<file path="src/rtl/hps_report_pkg.sv">
`default_nettype none
// ============================================================================
// Module : hps_report_pkg
// Brief  : Shared page geometry, sequencer states and record-word extraction
//          for the HPS extension report page controller.
// Rev    : 1.0
// ============================================================================
package hps_report_pkg;

    localparam int PAGE_WORDS   = 128;
    // Widest record supported: 16 words of 16 bits.
    localparam int MAX_REC_BITS = 256;

    typedef enum logic [1:0] {
        IDLE    = 2'd0,
        WRITE   = 2'd1,
        PUBLISH = 2'd2
    } state_t;

    function automatic logic [15:0] rec_word(
        input logic [MAX_REC_BITS-1:0] data,
        input logic [3:0]              k
    );
        return data[{k, 4'b0000} +: 16];
    endfunction

endpackage : hps_report_pkg
`default_nettype wire

</file>
<file path="src/rtl/hps_report_ctrl_rr_arbiter.sv">
`default_nettype none
// ============================================================================
// Module : rr_arbiter
// Brief  : Combinational round-robin arbiter; the search starts one past the
//          most recently granted requester and wraps.
// Rev    : 1.0
// ============================================================================
module rr_arbiter #(
    parameter int NUM_REQ = 4,
    parameter int IDX_W   = 2
) (
    input  logic [NUM_REQ-1:0] req,
    input  logic               enable,
    input  logic [IDX_W-1:0]   last,
    output logic [NUM_REQ-1:0] grant,
    output logic [IDX_W-1:0]   grant_idx,
    output logic               grant_any
);

    logic [IDX_W-1:0] w_cand;

    always_comb begin
        grant     = '0;
        grant_idx = '0;
        grant_any = 1'b0;
        w_cand    = '0;
        for (int off = 1; off <= NUM_REQ; off++) begin
            w_cand = IDX_W'((int'(last) + off) % NUM_REQ);
            if (enable && !grant_any && req[w_cand]) begin
                grant[w_cand] = 1'b1;
                grant_idx     = w_cand;
                grant_any     = 1'b1;
            end
        end
    end

endmodule : rr_arbiter
`default_nettype wire

</file>
<file path="src/rtl/hps_report_ctrl.sv">
`default_nettype none
// ============================================================================
// Module : hps_report_ctrl
// Brief  : Arbitrates measurement records into the 128-word HPS report page
//          and publishes the page through the valid/version handshake.
// Rev    : 1.0
// ============================================================================
module hps_report_ctrl
    import hps_report_pkg::*;
#(
    parameter int NUM_REQ   = 4,
    parameter int REC_WORDS = 4
) (
    input  logic                            clk_sys,
    input  logic                            reset,
    input  logic [NUM_REQ-1:0]              req_valid,
    input  logic [NUM_REQ*REC_WORDS*16-1:0] req_data,
    output logic [NUM_REQ-1:0]              req_ready,
    input  logic                            commit,
    input  logic                            clear,
    output logic                            hps_valid,
    output logic [1:0]                      hps_wr,
    output logic [15:0]                     hps_din,
    output logic [6:0]                      hps_addr,
    output logic [5:0]                      rec_count,
    output logic                            full
);

    localparam int         c_IDX_W     = (NUM_REQ > 1) ? $clog2(NUM_REQ) : 1;
    localparam int         c_REC_BITS  = REC_WORDS * 16;
    localparam int         c_REC_SHIFT = $clog2(REC_WORDS);
    localparam logic [7:0] c_FULL_AT   = 8'(PAGE_WORDS - REC_WORDS);
    localparam logic [7:0] c_REC_INC   = 8'(REC_WORDS);
    localparam logic [3:0] c_LAST_WORD = 4'(REC_WORDS - 1);

    state_t                  r_state;
    state_t                  w_state_next;
    logic [7:0]              r_wptr;
    logic [3:0]              r_wcnt;
    logic                    r_dirty;
    logic                    r_commit_pend;
    logic [c_IDX_W-1:0]      r_rr_last;
    logic [c_REC_BITS-1:0]   r_rec;

    logic                    w_full;
    logic                    w_commit_req;
    logic                    w_arb_en;
    logic                    w_grant_any;
    logic                    w_last_word;
    logic [NUM_REQ-1:0]      w_grant;
    logic [c_IDX_W-1:0]      w_grant_idx;
    logic [c_REC_BITS-1:0]   w_sel_rec;
    logic [MAX_REC_BITS-1:0] w_sel_ext;
    logic [MAX_REC_BITS-1:0] w_rec_ext;
    logic [7:0]              w_wptr_inc;
    logic [3:0]              w_wcnt_inc;

    assign w_full       = (r_wptr > c_FULL_AT);
    assign w_commit_req = commit | r_commit_pend;
    assign w_wptr_inc   = r_wptr + c_REC_INC;
    assign w_wcnt_inc   = r_wcnt + 4'd1;

    assign full         = w_full;
    assign rec_count    = 6'(r_wptr >> c_REC_SHIFT);
    assign req_ready    = w_grant;

    rr_arbiter #(
        .NUM_REQ   (NUM_REQ),
        .IDX_W     (c_IDX_W)
    ) u_arb (
        .req       (req_valid),
        .enable    (w_arb_en),
        .last      (r_rr_last),
        .grant     (w_grant),
        .grant_idx (w_grant_idx),
        .grant_any (w_grant_any)
    );

    // The grant is one-hot, so an OR-mux picks the winning record.
    always_comb begin
        w_sel_rec = '0;
        for (int i = 0; i < NUM_REQ; i++) begin
            if (w_grant[i]) begin
                w_sel_rec = req_data[i*c_REC_BITS +: c_REC_BITS];
            end
        end
    end

    always_comb begin
        w_sel_ext                   = '0;
        w_sel_ext[c_REC_BITS-1:0]   = w_sel_rec;
        w_rec_ext                   = '0;
        w_rec_ext[c_REC_BITS-1:0]   = r_rec;
    end

    always_ff @(posedge clk_sys or posedge reset) begin
        if (reset) begin
            r_state <= IDLE;
        end else begin
            r_state <= w_state_next;
        end
    end

    // A pending or fresh commit outranks new grants while in IDLE.
    always_comb begin
        w_state_next = r_state;
        w_arb_en     = 1'b0;
        w_last_word  = 1'b0;
        unique case (r_state)
            IDLE: begin
                if (clear) begin
                    w_state_next = IDLE;
                end else if (w_commit_req) begin
                    if (r_dirty || !hps_valid) begin
                        w_state_next = PUBLISH;
                    end
                end else begin
                    w_arb_en = !w_full;
                    if (w_grant_any) begin
                        w_state_next = WRITE;
                    end
                end
            end
            WRITE: begin
                if (r_wcnt == c_LAST_WORD) begin
                    w_last_word  = 1'b1;
                    w_state_next = IDLE;
                end
            end
            PUBLISH: begin
                w_state_next = IDLE;
            end
            default: begin
                w_state_next = IDLE;
            end
        endcase
        if (clear) begin
            w_state_next = IDLE;
        end
    end

    always_ff @(posedge clk_sys or posedge reset) begin
        if (reset) begin
            r_wptr        <= '0;
            r_wcnt        <= '0;
            r_dirty       <= 1'b0;
            r_commit_pend <= 1'b0;
            r_rr_last     <= c_IDX_W'(NUM_REQ - 1);
            r_rec         <= '0;
            hps_valid     <= 1'b0;
            hps_wr        <= 2'b00;
            hps_din       <= '0;
            hps_addr      <= '0;
        end else if (clear) begin
            // Words of an aborted record stay in the page beyond wptr.
            r_wptr        <= '0;
            r_dirty       <= 1'b0;
            r_commit_pend <= 1'b0;
            hps_valid     <= 1'b0;
            hps_wr        <= 2'b00;
        end else begin
            unique case (r_state)
                IDLE: begin
                    if (w_commit_req) begin
                        r_commit_pend <= 1'b0;
                    end else if (w_grant_any) begin
                        r_rec     <= w_sel_rec;
                        r_rr_last <= w_grant_idx;
                        r_dirty   <= 1'b1;
                        hps_valid <= 1'b0;
                        r_wcnt    <= '0;
                        hps_wr    <= 2'b11;
                        hps_addr  <= r_wptr[6:0];
                        hps_din   <= rec_word(w_sel_ext, 4'd0);
                    end
                end
                WRITE: begin
                    if (commit) begin
                        r_commit_pend <= 1'b1;
                    end
                    if (w_last_word) begin
                        hps_wr <= 2'b00;
                        r_wptr <= w_wptr_inc;
                        if (w_wptr_inc > c_FULL_AT) begin
                            r_commit_pend <= 1'b1;
                        end
                    end else begin
                        r_wcnt   <= w_wcnt_inc;
                        hps_wr   <= 2'b11;
                        hps_addr <= r_wptr[6:0] + {3'b000, w_wcnt_inc};
                        hps_din  <= rec_word(w_rec_ext, w_wcnt_inc);
                    end
                end
                PUBLISH: begin
                    if (commit) begin
                        r_commit_pend <= 1'b1;
                    end
                    hps_valid <= 1'b1;
                    r_dirty   <= 1'b0;
                end
                default: begin
                    hps_wr <= 2'b00;
                end
            endcase
        end
    end

endmodule : hps_report_ctrl
`default_nettype wire

</file>
<file path="config.mk">
export PLATFORM = sky130hd
export DESIGN_NAME = hps_report_ctrl
export DESIGN_NICKNAME = d
export VERILOG_FILES = /design/src/rtl/hps_report_pkg.sv /design/src/rtl/hps_report_ctrl_rr_arbiter.sv /design/src/rtl/hps_report_ctrl.sv
export SDC_FILE = /design/constraint.sdc
export NUM_CORES = 1
export LEC_CHECK = 0
export ABC_AREA = 1
export BUFFER_PORTS_ARGS = -buffer_cell sky130_fd_sc_hd__buf_2
export CAP_MARGIN = 20
export CELL_PAD_IN_SITES_DETAIL_PLACEMENT = 2
export CELL_PAD_IN_SITES_GLOBAL_PLACEMENT = 2
export CORE_MARGIN = 1.5
export CORE_UTILIZATION = 27
export CTS_CLUSTER_DIAMETER = 60
export CTS_CLUSTER_SIZE = 14
export DETAILED_ROUTE_END_ITERATION = 10
export PLACE_DENSITY = 0.95
export SLEW_MARGIN = 40
export SYNTH_ARGS = -nofsm -noshare
export SYNTH_HDL_FRONTEND = slang
export SYNTH_SLANG_ARGS = --single-unit
export TNS_END_PERCENT = 50
</file>
<file path="constraint.sdc">
create_clock -name clk_sys -period 6.22 [get_ports clk_sys]
set_clock_uncertainty 0.1 [all_clocks]
set_input_delay 1.244 -clock clk_sys [delete_from_list [all_inputs] [get_ports clk_sys]]
set_output_delay 1.244 -clock clk_sys [all_outputs]
set_load 0.02 [all_outputs]
</file>
# Word level (Yosys, flattened, before mapping)
# Cells that the tools add are included.
# word_totals
regBits	108
latch_bits	0
ram_bits	0
rom_bits	0
output_inout_bits	37
wordCells	155
memories	0
# op_classes
add_sub_neg	7
mul	0
n_div	0
order_cmp	10
n_eq_ne	13
shift	1
n_mux	77
n_bitwise	6
reduce_logical	30
# op_table
op	n
$mux 64	4
$shiftx 256x9->16	1
$mux 16	3
$pmux 16 s2	1
$mux 1	28
$mux 4	7
$mux 2	13
$mux 8	3
$mux 7	3
$gt 8x7->1 const B	2
$pmux 7 s2	1
$lt 2x3->1 const B	4
$or 4x4->4	3
$logic_and 1x1->1	11
$ne 3x3->1 const B	3
$reduce_and 3->1	3
$add 8x3->8 const B	1
$bmux 1 s2	4
$demux 1 s2	4
$ge 2x1->1 const B	4
$pmux 4 s2	1
$add 7x4->7	1
$ne 2x2->1 const B	3
$pmux 2 s3	1
other kinds (24)	35

# Depth between registers and ports, before layout
# logic_depth
ltp_word	26
mapped_depth	18
mapped_depth_nobuf	17

# Hierarchy
# Synthesis repeated with hierarchy kept, for this count alone.
# hier_totals
cells_unflattened	1163
hier_area_um2	8099.0
# modules_own_cells
module	instances	cells_per_inst	area_each_um2
hps_report_ctrl	1	1071	7567.3
rr_arbiter	1	92	531.8

# Least setup slack after synthesis
# No wires, ideal clock.
# synth_path
kind	in2out
from	in commit
to	out req_ready[2]
arrival_ns	2.571
required_time_ns	4.876
path_slack_ns	2.305
cell_stages	10
n_path_buf	3
path_cell_list	nor2_1 > nand2_2 > nor2_2 > nand3_4 > nor2_4 > nand3_1 > nand3b_4 > buf_6 > buf_4 > buf_4
# synth_between
elab_chain_len	18
elab_cells_between_ends	24
# synth_rtl
item	line_no	rtl
from (decl)	hps_report_ctrl.sv:19	input logic commit,
$or 1x1->1 *	hps_report_ctrl.sv:59	assign w_commit_req = commit | r_commit_pend;
$mux 1 *	hps_report_ctrl.sv:113	end else if (w_commit_req) begin
$mux 1 *	hps_report_ctrl.sv:111	if (clear) begin
$mux 1 *	hps_report_ctrl.sv:109	unique case (r_state)
$logic_and 1x1->1	hps_report_ctrl_rr_arbiter.sv:29	if (enable && !grant_any && req[w_cand]) begin
$mux 1	hps_report_ctrl_rr_arbiter.sv:29	
$logic_not 1->1	hps_report_ctrl_rr_arbiter.sv:29	
$logic_and 1x1->1 (2 in series)	hps_report_ctrl_rr_arbiter.sv:29	
$mux 1	hps_report_ctrl_rr_arbiter.sv:29	
$logic_not 1->1	hps_report_ctrl_rr_arbiter.sv:29	
$logic_and 1x1->1 (2 in series)	hps_report_ctrl_rr_arbiter.sv:29	
$mux 1	hps_report_ctrl_rr_arbiter.sv:29	
$logic_not 1->1	hps_report_ctrl_rr_arbiter.sv:29	
$logic_and 1x1->1 (2 in series)	hps_report_ctrl_rr_arbiter.sv:29	
$mux 4 *	hps_report_ctrl_rr_arbiter.sv:29	
to (decl)	hps_report_ctrl.sv:18	output logic [NUM_REQ-1:0] req_ready,
# Mark *: on every way between the ends. The rest lies on a longest branch, timed or not.

# Worst setup path in the final report
# layout_path
from	in commit
to	out req_ready[3]
# Same word-level chain as after synthesis.

==> out/summary.txt <==
Outcome: finished, final reports clean
Final worst slack: 1.65 ns
Critical Path Sink Type: output port
Hold_sp: hps_addr[2]
Worst-path cell chain: buf_2, nor2_1, nand2_2, nor2_2, nand3_4, nor2_4, nand3_1, nand4_1, buf_4, buf_2
Sequential share of the synthesized area: 34.6%
Final Routed Wirelength: 35000 um
Clock sink total: 105
Share of post-route cells with drive strength above 1: 25.9%
Count of final setup violators: 0
Crit start category: primary input
CTS root buffer: clkbuf_16
Standard-cell rows: 61
TNS Setup: 0 ns
Synth Warn #: 0
DP HPWL: 26800 um
Hold Path Depth: 2
Layout area overhead: 25.9%
CP max FO: 46
GP Congestion: 0.904
Hold Slack: 0.401 ns
Clock tree buffer depth: 2
Final hold viol count: 0
Syn Inst Count: 1133
Pre-CTS setup slack: 1.70 ns
Commonest non-fill, non-tap cell in the layout: buf_2
Worst slew pin tran: 0.825 ns
Hold Buf Count CTS: 0
R2r worst-path depth: 12
Drc violations: 0
R2R Path End: hps_din[9]
Width of the die: 171 um
Fraction of the mapped netlist area in adder cells: 2.64%
Min Tclk post-route: 4.57 ns
Worst r2r src: r_state[1]
PD cells: 454 mW/mm2
Maximum vdd drop: 0.162 mV
Slew Viols, Final: 0
Simple-gate share of the synthesized area: 28.3%
Worst skew pair latency: 0.36 ns
Mapped Area: 0.00759 mm2
Hold path endpoint: hps_addr[2]
Slew headroom: 44.9%
Syn nets: 1413
Die H: 171 um
Cts bufs inserted: 9
Fin nets: 1658
Post-CTS Setup Repair Bufs: 0
Total power: 0.00434 W
Main combinational cell family by area after synthesis: simple AND/OR/NAND/NOR gates
Wire per inst: 19.8 um
Via density: 5.02
Core area: 0.0277 mm2
Total number of vias: 8884
Post-Synth XOR/XNOR Area: 0.808%
Most frequent cells in the layout: 300 x buf_2, 278 x nand2_1, 184 x a21oi_1, 109 x nand3_1, 107 x inv_1
Crit-path slowest cell: buf_4
Leak: 5.00 nW
CTS tree: built
First-pass GRT wire length: 52900 um
Required time of the critical path: 4.88 ns
Reg2reg setup slack: 1.75 ns
Final period util: 73.4%
Top FF cell, synth: dfrtp_1
Crit-path max cell delay: 0.43 ns
RSZ-0062 raised after global routing: false
Post-route ant nets: 0
Port Buf Inserts: 300
Compound-cell area share of the yosys netlist: 21.8%
#FFs+latches synth: 105
Initial antenna violation count: 8
Dpl cells: 1745
Gates resized, CTS repair: 0
Critical path class: primary input to output port
Most used cell, CP: buf_2
Tot GR Track Use: 23.7%
Starting Density: 27.4%
Full die area: 0.0291 mm2
Syn avg cell area: 6.70 um2
I/O pins: 301
Global route total overflow: 0
Cell family contributing the most delay on the critical path: simple AND/OR/NAND/NOR gates
H-tree depth: 3
Max Cap Viol: 0
Layout filler cell count: 3408
Clock Pin Slew Worst Setup and Hold Paths: 0.07 ns
Drt initial violations: 373
Post-synthesis cell type count: 41
Largest net degree at the start of global routing: 88
Vias in the first global route: 9498
Number of synthesized flops with an enable pin: 0
Number of detailed-route iterations in the first pass: 4
Worst Path Arrival: 3.22 ns
Layout Cells excl Fill: 1769
Hold Crit Class: flip-flop to flip-flop
Post-synthesis mux area share: 0%
Asr flop ratio synth: 100%
FMAX: 0.219 GHz
Buf/Inv on CP: 3
## cells by family (layout without fill, tap and decap cells)
kind of cell	count (synthesis)	in the layout
AOI/OAI and AO/OA	310	310
xor gates and xnor gates	7	7
adders and majority gates	16	16
buffers and inverters	191	441
DFF	105	105
other	1	9
and+or+nand+nor	503	503
## worst register-to-register path: stages, from the launching register on
cell      delay [ns]
dfrtp_1         0.42
inv_1           0.14
ha_1            0.43
clkinv_1        0.74
nor2_1          0.47
inv_1           0.17
nand2_1         0.19
nor2_1          0.08
nand2_1         0.08
buf_4           0.35
clkinv_1        0.76
nor2_1          0.38
a21oi_2         0.05
## cell usage after synthesis (2+ instances only)
master,instances,share of area [%]
dfrtp_1,103,34
o21ai_1,15,0.99
xnor2_1,2,0.23
nor2_1,92,4.5
nor2_4,4,0.59
inv_1,109,5.4
inv_2,2,0.099
clkinv_1,2,0.099
buf_6,9,1.3
a21oi_2,4,0.46
xor2_1,5,0.58
nor2_2,3,0.25
nand3_1,110,7.3
nand2_1,278,14
nor3b_1,2,0.20
o22ai_1,2,0.16
o211ai_1,21,2.1
dfstp_2,2,0.69
buf_1,5,0.25
nand2_2,2,0.16
nand3_2,3,0.40
nor3_1,3,0.20
clkbuf_1,17,0.84
a22oi_1,6,0.59
a21oi_1,184,12
o21ai_0,73,4.8
buf_4,19,1.9
ha_1,16,2.6
buf_2,28,1.8
## power breakdown
part           switching [W]  internal (W)
sequential          0.000214       0.00101
combinational        0.00170      0.000790
clock               0.000299      0.000330
## stage by stage
step                      cell area (um2)  utilization (%)
after floorplan                      7590                -
after global placement               9190             33.2
after detailed placement             9220             33.3
after CTS                            9540             34.4
after global routing                 9550             34.5
final                                9560             34.5
## flip-flops by register name (all words and copies together) (netlist names)
name and flops:
r_commit_pend 1, hps_wr 1, hps_addr 7, hps_valid 1, r_wcnt 4, r_rec 64, r_state 2, r_rr_last 2
hps_din 16, r_dirty 1, r_wptr 6
## how the worst max path moves through the flow
stage / start / to / cells past startpoint
floorplan: reset / hps_addr[0] / 1
finish: commit / req_ready[3] / 10
detailed placement: commit / req_ready[3] / 10
CTS: commit / req_ready[3] / 10
global placement: commit / req_ready[3] / 10
global route: r_state[1] / hps_din[13] / 12
## per-layer routing
metal	GRT usage, %	vias to the layer above	routed length, um
met4	8.23	2	906
met5	0	-	12
li1	-	4211	-
met3	3.49	48	1520
met1	28.4	4401	14700
met2	43.0	222	17900
## area by class of cell
type	instances	area, um2	share of cell area (%)
Multi-Input combinational cell	837	4090	42.7
Sequential cell	105	2630	27.5
Timing Repair Buffer	312	1610	16.8
Tap cell	378	473	4.95
Inverter	113	429	4.49
Clock buffer	10	239	2.50
Clock inverter	6	72.6	0.759
Antenna cell	8	20.0	0.209
No activity file was read; power rests on OpenSTA's default activity.
